`config.mk`:
```
export PLATFORM = sky130hd
export DESIGN_NAME = pc_gen
export DESIGN_NICKNAME = d
export VERILOG_FILES = /design/src/rtl/pc_pkg.sv /design/src/rtl/pc_gen_ras.sv /design/src/rtl/pc_gen.sv
export SDC_FILE = /design/constraint.sdc
export NUM_CORES = 1
export LEC_CHECK = 0
export ABC_AREA = 1
export BUFFER_PORTS_ARGS = -buffer_cell sky130_fd_sc_hd__buf_4
export CORE_UTILIZATION = 53
export DETAILED_ROUTE_END_ITERATION = 8
export PLACE_DENSITY = 0.72
export SKIP_LAST_GASP = 1
export SLEW_MARGIN = 20
export SYNTH_ARGS = -nofsm -noshare
export SYNTH_HDL_FRONTEND = slang
export SYNTH_SLANG_ARGS = --single-unit
```
`constraint.sdc`:
```
create_clock -name clk -period 4.5 [get_ports clk]
set_input_delay 1.35 -clock clk [delete_from_list [all_inputs] [get_ports clk]]
set_output_delay 1.35 -clock clk [all_outputs]
set_load 0.03 [all_outputs]
```
`src/rtl/pc_pkg.sv`:
```
// pc_pkg: shared definitions for the fetch-stage PC generator.
//   - pc_src_e   : next-PC source select (one value per mux leg)
//   - LOG2_IB    : byte-offset width for the default 4-byte instruction size
//   - log2_ib()  : same derivation for any power-of-2 instruction size
package pc_pkg;

  typedef enum logic [2:0] {
    SRC_RESET  = 3'd0,
    SRC_TRAP   = 3'd1,
    SRC_BRANCH = 3'd2,
    SRC_RET    = 3'd3,
    SRC_HOLD   = 3'd4,
    SRC_SEQ    = 3'd5
  } pc_src_e;

  localparam int unsigned INST_BYTES_DEF = 4;
  localparam int unsigned LOG2_IB        = $clog2(INST_BYTES_DEF);

  // Number of low address bits that are always zero in an aligned fetch.
  function automatic int unsigned log2_ib(input int unsigned ib);
    return $clog2(ib);
  endfunction

endpackage

```
`src/rtl/pc_gen_ras.sv`:
```
// ras_stack: small circular return-address stack.
// Ports:
//   clk          rising-edge clock
//   i_reset      synchronous active-high reset (empties the stack)
//   i_push       write i_push_data as the new top
//   i_pop        discard the top entry
//   i_flush      empty the stack (trap)
//   i_push_data  return address to push
//   o_top        current top entry (valid only when !o_empty)
//   o_empty      no entries held
//   o_full       DEPTH entries held
// Priority inside the stack: flush, then push, then pop.
module ras_stack #(
  parameter int unsigned DEPTH = 4,
  parameter int unsigned WIDTH = 32
) (
  input  logic             clk,
  input  logic             i_reset,
  input  logic             i_push,
  input  logic             i_pop,
  input  logic             i_flush,
  input  logic [WIDTH-1:0] i_push_data,
  output logic [WIDTH-1:0] o_top,
  output logic             o_empty,
  output logic             o_full
);

  localparam int unsigned PW = $clog2(DEPTH);
  localparam int unsigned CW = $clog2(DEPTH) + 1;

  logic [WIDTH-1:0] r_mem [DEPTH];
  logic [PW-1:0]    r_ptr;    // next slot to write; top lives at r_ptr-1
  logic [CW-1:0]    r_count;  // saturates at DEPTH
  logic [PW-1:0]    w_top_idx;
  logic             w_do_push;
  logic             w_do_pop;

  assign w_top_idx = r_ptr - PW'(1);
  assign o_top     = r_mem[w_top_idx];
  assign o_empty   = (r_count == '0);
  assign o_full    = (r_count == CW'(DEPTH));
  assign w_do_push = i_push & ~i_flush;
  assign w_do_pop  = i_pop & ~i_flush & ~i_push & ~o_empty;

  // Storage carries no reset: an empty count makes stale entries unreachable.
  always_ff @(posedge clk) begin
    if (w_do_push) begin
      r_mem[r_ptr] <= i_push_data;
    end
  end

  // Pushing into a full stack overwrites the oldest slot because the pointer
  // simply wraps; the count stays pinned at DEPTH.
  always_ff @(posedge clk) begin
    if (i_reset) begin
      r_ptr   <= '0;
      r_count <= '0;
    end else if (i_flush) begin
      r_ptr   <= '0;
      r_count <= '0;
    end else if (w_do_push) begin
      r_ptr <= r_ptr + PW'(1);
      if (!o_full) begin
        r_count <= r_count + CW'(1);
      end
    end else if (w_do_pop) begin
      r_ptr   <= r_ptr - PW'(1);
      r_count <= r_count - CW'(1);
    end
  end

endmodule

```
`src/rtl/pc_gen.sv`:
```
// pc_gen: fetch-stage-1 program-counter generator with a return-address stack.
// Ports:
//   clk           rising-edge clock
//   reset         synchronous active-high reset
//   stall         hold the PC (fetch back-pressure)
//   pcSrc         redirect to branchAddr this cycle
//   branchAddr    branch/jump target (low bits dropped to instruction alignment)
//   call          with pcSrc: jump-and-link, pushes addrOut+INST_BYTES
//   ret           redirect to the RAS top
//   trap          redirect to TRAP_VEC and flush the RAS
//   addrOut       registered fetch address
//   addrValid     addrOut is a legal fetch address
//   misalign      one-cycle pulse: accepted branchAddr had nonzero low bits
//   rasUnderflow  one-cycle pulse: ret found the RAS empty
module pc_gen
  import pc_pkg::*;
#(
  parameter int unsigned     XLEN       = 32,
  parameter logic [XLEN-1:0] RESET_VEC  = '0,
  parameter logic [XLEN-1:0] TRAP_VEC   = XLEN'(32'h100),
  parameter int unsigned     INST_BYTES = 4,
  parameter int unsigned     RAS_DEPTH  = 4
) (
  input  logic            clk,
  input  logic            reset,
  input  logic            stall,
  input  logic            pcSrc,
  input  logic [XLEN-1:0] branchAddr,
  input  logic            call,
  input  logic            ret,
  input  logic            trap,
  output logic [XLEN-1:0] addrOut,
  output logic            addrValid,
  output logic            misalign,
  output logic            rasUnderflow
);

  localparam int unsigned IB_SHIFT = log2_ib(INST_BYTES);

  logic [XLEN-1:0] r_pc;
  logic            r_valid;
  logic            r_misalign;
  logic            r_underflow;

  pc_src_e         w_src;
  logic [XLEN-1:0] w_seq;
  logic [XLEN-1:0] w_target;
  logic [XLEN-1:0] w_next_pc;
  logic [XLEN-1:0] w_ras_top;
  logic            w_ras_empty;
  logic            w_push;
  logic            w_pop;
  logic            w_flush;
  logic            w_misalign;
  logic            w_underflow;

  // Modulo-2^XLEN increment: the top of the address space wraps to 0.
  assign w_seq    = r_pc + XLEN'(INST_BYTES);
  assign w_target = {branchAddr[XLEN-1:IB_SHIFT], {IB_SHIFT{1'b0}}};

  always_comb begin
    w_src       = SRC_SEQ;
    w_push      = 1'b0;
    w_pop       = 1'b0;
    w_flush     = 1'b0;
    w_misalign  = 1'b0;
    w_underflow = 1'b0;
    if (reset) begin
      w_src = SRC_RESET;
    end else if (!r_valid) begin
      // First edge out of reset: RESET_VEC becomes the first valid fetch
      // rather than being skipped over.
      w_src = SRC_HOLD;
    end else if (trap) begin
      w_src   = SRC_TRAP;
      w_flush = 1'b1;
    end else if (pcSrc) begin
      // Redirect overrides stall; call here also wins over a concurrent ret.
      w_src      = SRC_BRANCH;
      w_push     = call;
      w_misalign = |branchAddr[IB_SHIFT-1:0];
    end else if (ret && !stall) begin
      if (!w_ras_empty) begin
        w_src = SRC_RET;
        w_pop = 1'b1;
      end else begin
        w_src       = SRC_SEQ;
        w_underflow = 1'b1;
      end
    end else if (stall) begin
      w_src = SRC_HOLD;
    end
  end

  always_comb begin
    w_next_pc = w_seq;
    case (w_src)
      SRC_RESET:  w_next_pc = RESET_VEC;
      SRC_TRAP:   w_next_pc = TRAP_VEC;
      SRC_BRANCH: w_next_pc = w_target;
      SRC_RET:    w_next_pc = w_ras_top;
      SRC_HOLD:   w_next_pc = r_pc;
      default:    w_next_pc = w_seq;
    endcase
  end

  always_ff @(posedge clk) begin
    if (reset) begin
      r_pc        <= RESET_VEC;
      r_valid     <= 1'b0;
      r_misalign  <= 1'b0;
      r_underflow <= 1'b0;
    end else begin
      r_pc        <= w_next_pc;
      r_valid     <= 1'b1;
      r_misalign  <= w_misalign;
      r_underflow <= w_underflow;
    end
  end

  // Fullness is handled inside the stack by circular overwrite, so the
  // generator never needs to look at it.
  ras_stack #(
    .DEPTH (RAS_DEPTH),
    .WIDTH (XLEN)
  ) u_ras (
    .clk         (clk),
    .i_reset     (reset),
    .i_push      (w_push),
    .i_pop       (w_pop),
    .i_flush     (w_flush),
    .i_push_data (w_seq),
    .o_top       (w_ras_top),
    .o_empty     (w_ras_empty),
    .o_full      ()
  );

  assign addrOut      = r_pc;
  assign addrValid    = r_valid;
  assign misalign     = r_misalign;
  assign rasUnderflow = r_underflow;

endmodule

```
==> flow_metrics.py <==
metrics = {
    "synthesis": {
        "async_flop_share_pct": 0,
        "yosysWarnings": 0,
        "synth_edf_count": 128,
        "synth-seq-area-share_pct": 56.93,
        "synthTopCellsByCount": "nand2_1 (301), edfxtp_1 (128), nor2_1 (108)",
        "syn_avg_cell_area_sq_um": 8.623,
        "yosys-top-cells-area": "edfxtp_1 (47%), nand2_1 (14%), dfxtp_1 (9.8%), nand3_1 (6.0%), nor2_1 (5.0%)",
        "syn_area_sq_um": 8158,
        "yosysTopAreaCell": "edfxtp_1",
        "synth_ff_type": "edfxtp_1",
        "synth_cell_types": 34,
        "syn-num-nets": 991,
        "ys_ff_latch": 168,
        "yosys.area.top_type_share_pct": 47.12,
        "yosys.cell_count.top_type": "nand2_1",
        "netlist_instances": 946,
    },
    "job": {
        "drv_cap": 0,
    },
    "clock_tree": {
        "h-tree-depth": 4,
        "cts_tree": "done",
        "root_buffer": "clkbuf_16",
        "clock_latency_ns": 0.43,
        "clk_pin_slew_ns": 0.06,
        "cts_hold_buffers": 0,
        "cts_resized": 0,
        "clock-sinks": 168,
        "clockBufferDepth": 2,
        "cts_made_buffers": 17,
        "post-cts-setup-buffers": 0,
    },
    "min_path": {
        "min_to": "u_ras.r_mem[0][1]$_DFFE_PP_",
        "hold-path-cell-count": 0,
        "hold_path.class": "flop to flop",
        "min_from": "addrOut[1]$_SDFFE_PP0P_",
    },
    "critical_path": {
        "cp-end-kind": "flop",
        "worstSetupPathType": "primary input to flop",
        "worst_r2r_path_depth": 11,
        "crit_arrival_ns": 2.97,
        "worstPathRequired_ns": 4.81,
        "reg2reg_from": "u_ras.r_ptr[1]$_SDFFE_PP0P_",
        "r2r-end": "addrOut[7]$_SDFFE_PP0P_",
        "start_kind": "primary input",
        "cp_max_fo": 37,
        "r2r_setup_slack_ns": 2.07,
    },
    "pwr": {
        "intPower_mw": 2.890,
        "p_comb_share_pct": 9.8,
        "switchingPower_uw": 916.8,
        "pwr-share-seq_pct": 46.9,
        "ir_worst_vdd_mv": 0.2289,
        "power.density_nw_per_um2": 400.7,
        "cellLeakagePower_nw": 3.923,
        "clkPwrFrac_pct": 43.3,
        "netSwitchingFraction_pct": 24.08,
    },
    "sta": {
        "fin_crit_sh_pct": 59.09,
        "max_clock_freq_mhz": 376.1,
        "skew_ns": 0.008956,
        "rsz0062_at_grt": "false",
        "worst_pin_slew_ns": 0.7765,
        "hold_viol": 0,
        "relSlewSlack_pct": 48.23,
        "fin_crit_ns": 2.659,
        "slew_violations": 0,
        "tns_ns": 0,
        "setup_viol": 0,
    },
    "cells_and_area": {
        "finalInstanceArea_sq_um": 9500,
        "final_core_util_pct": 64.39,
        "diodes": 0,
        "fin_nets": 1056,
        "syn2layout_area_growth_pct": 16.46,
        "drive_gt1_share_pct": 14.75,
        "num-fill-cells": 1205,
    },
    "grt": {
        "grt_pass1_vias": 6120,
        "antenna_found_initial": 0,
        "grt_use_total_pct": 26.85,
        "overflow": 0,
        "grt_pass1_wl_mm": 32.25,
        "grt_max_degree": 69,
    },
    "die": {
        "die_w_um": 126.1,
        "pin_count": 74,
        "die-height_um": 126.1,
        "initial_core_util_pct": 55.29,
        "core.rowCount": 44,
        "dieArea_sq_um": 15890,
        "core-area_sq_um": 14750,
    },
    "route": {
        "vias": 6551,
        "drtAntennaViolNets": 0,
        "vias_per_cell": 5.423,
        "wl_per_cell_um": 16.77,
        "dr.first_iter.drc_count": 555,
        "drcViolationCount": 0,
        "drtPass1Iterations": 5,
        "routed_wl_mm": 20.25,
    },
    "place": {
        "port_buffers": 73,
        "dpl_cell_area_sq_um": 8827,
        "gp_congestion": 0.9065,
        "hpwl_mm": 13.28,
    },
    "outcome": {
        "status": "completed",
    },
}
==> worst max path at each step <==
stage                     startpoint  slack (ns)                           end
final                          stall        1.84       addrOut[7]$_SDFFE_PP0P_
after global routing           stall        1.73       addrOut[7]$_SDFFE_PP0P_
after CTS                      reset        1.84  u_ras.r_mem[0][28]$_DFFE_PP_
after detailed placement       reset        1.40  u_ras.r_mem[0][30]$_DFFE_PP_
after global placement         reset        1.42  u_ras.r_mem[1][28]$_DFFE_PP_
after floorplan                reset        0.89   u_ras.r_mem[0][0]$_DFFE_PP_
==> power by group through the flow <==
stage               Clock, mW  Combinational [mW]  Sequential (mW)
detailed placement          0               0.368             1.82
floorplan                   0               0.180             1.86
CTS                      1.66               0.372             1.79
finish                   1.65               0.373             1.79
global placement            0               0.361             1.82
global route             1.73               0.408             1.79
==> per-layer routing <==
metal  up-vias  global-route usage, %  wire [um]
li1       3222                      -          -
met1      3042                  36.24       8803
met2       253                  43.42       9803
met3        34                  4.715       1228
met4         0                  10.28        417
met5         -                      0          0
==> cells by family (layout without fill, tap and decap cells) <==
logic type                 count (synthesis)  in the layout  synth area share [%]
and+or+nand+nor                          540            540                 28.08
DFF                                      168            168                 56.93
buffers and inverters                    137            215                 7.285
AOI/OAI and AO/OA                         85             85                 5.614
xor gates and xnor gates                  10             10                 1.074
adders and majority gates                  6              6                 1.012
==> cell usage in the layout, fill, tap and decap left out, types with 8 or more instances in the layout <==
master / netlist / final
nand2_1: 301 / 301
buf_4: 8 / 84
nor2_1: 108 / 104
edfxtp_1: 128 / 128
inv_1: 92 / 92
nand4_1: 8 / 8
o22ai_1: 8 / 8
o21ai_0: 53 / 53
dfxtp_1: 40 / 39
clkbuf_16: 0 / 17
a21oi_1: 11 / 11
nand3_1: 97 / 97
==> critical path, cell delays in order <==
cell and delay [ns]:
buf_4 0.12, nor2_1 0.17, nand2_4 0.10, nand3_4 0.17, nand2_4 0.28, inv_2 0.37
nand3_1 0.19, nand2_1 0.11, o21ai_0 0.08
==> flip-flops by register name (all words and copies together), names as in the netlist <==
name	cells
addrOut	32
addrValid	1
misalign	1
rasUnderflow	1
u_ras.r_count	3
u_ras.r_mem	128
u_ras.r_ptr	2
==> final cells by class <==
type                    count  area [sq um]  area share (%)
well taps                 184         230.2           2.423
flip-flops and latches    168          4646           48.90
inverters                  99         371.6           3.911
multi-input cells         641          2949           31.04
clock inverters            15         247.7           2.608
repair buffers             84         630.6           6.638
clock buffers              17         425.4           4.478
==> through the flow <==
step           worst slack [ns]  total power, mW  instances  hold WS (ns)
2_1_floorplan            0.8921            2.036        946        0.4843
4_1_cts                   1.843            3.820       1208        0.5355
3_3_place_gp              1.422            2.180       1176        0.5080
5_1_grt                   1.726            3.930       1208        0.5455
3_5_place_dp              1.396            2.188       1176        0.5254
6_report                  1.841            3.807       1208        0.5366
Power figures use the tool's default switching activity.
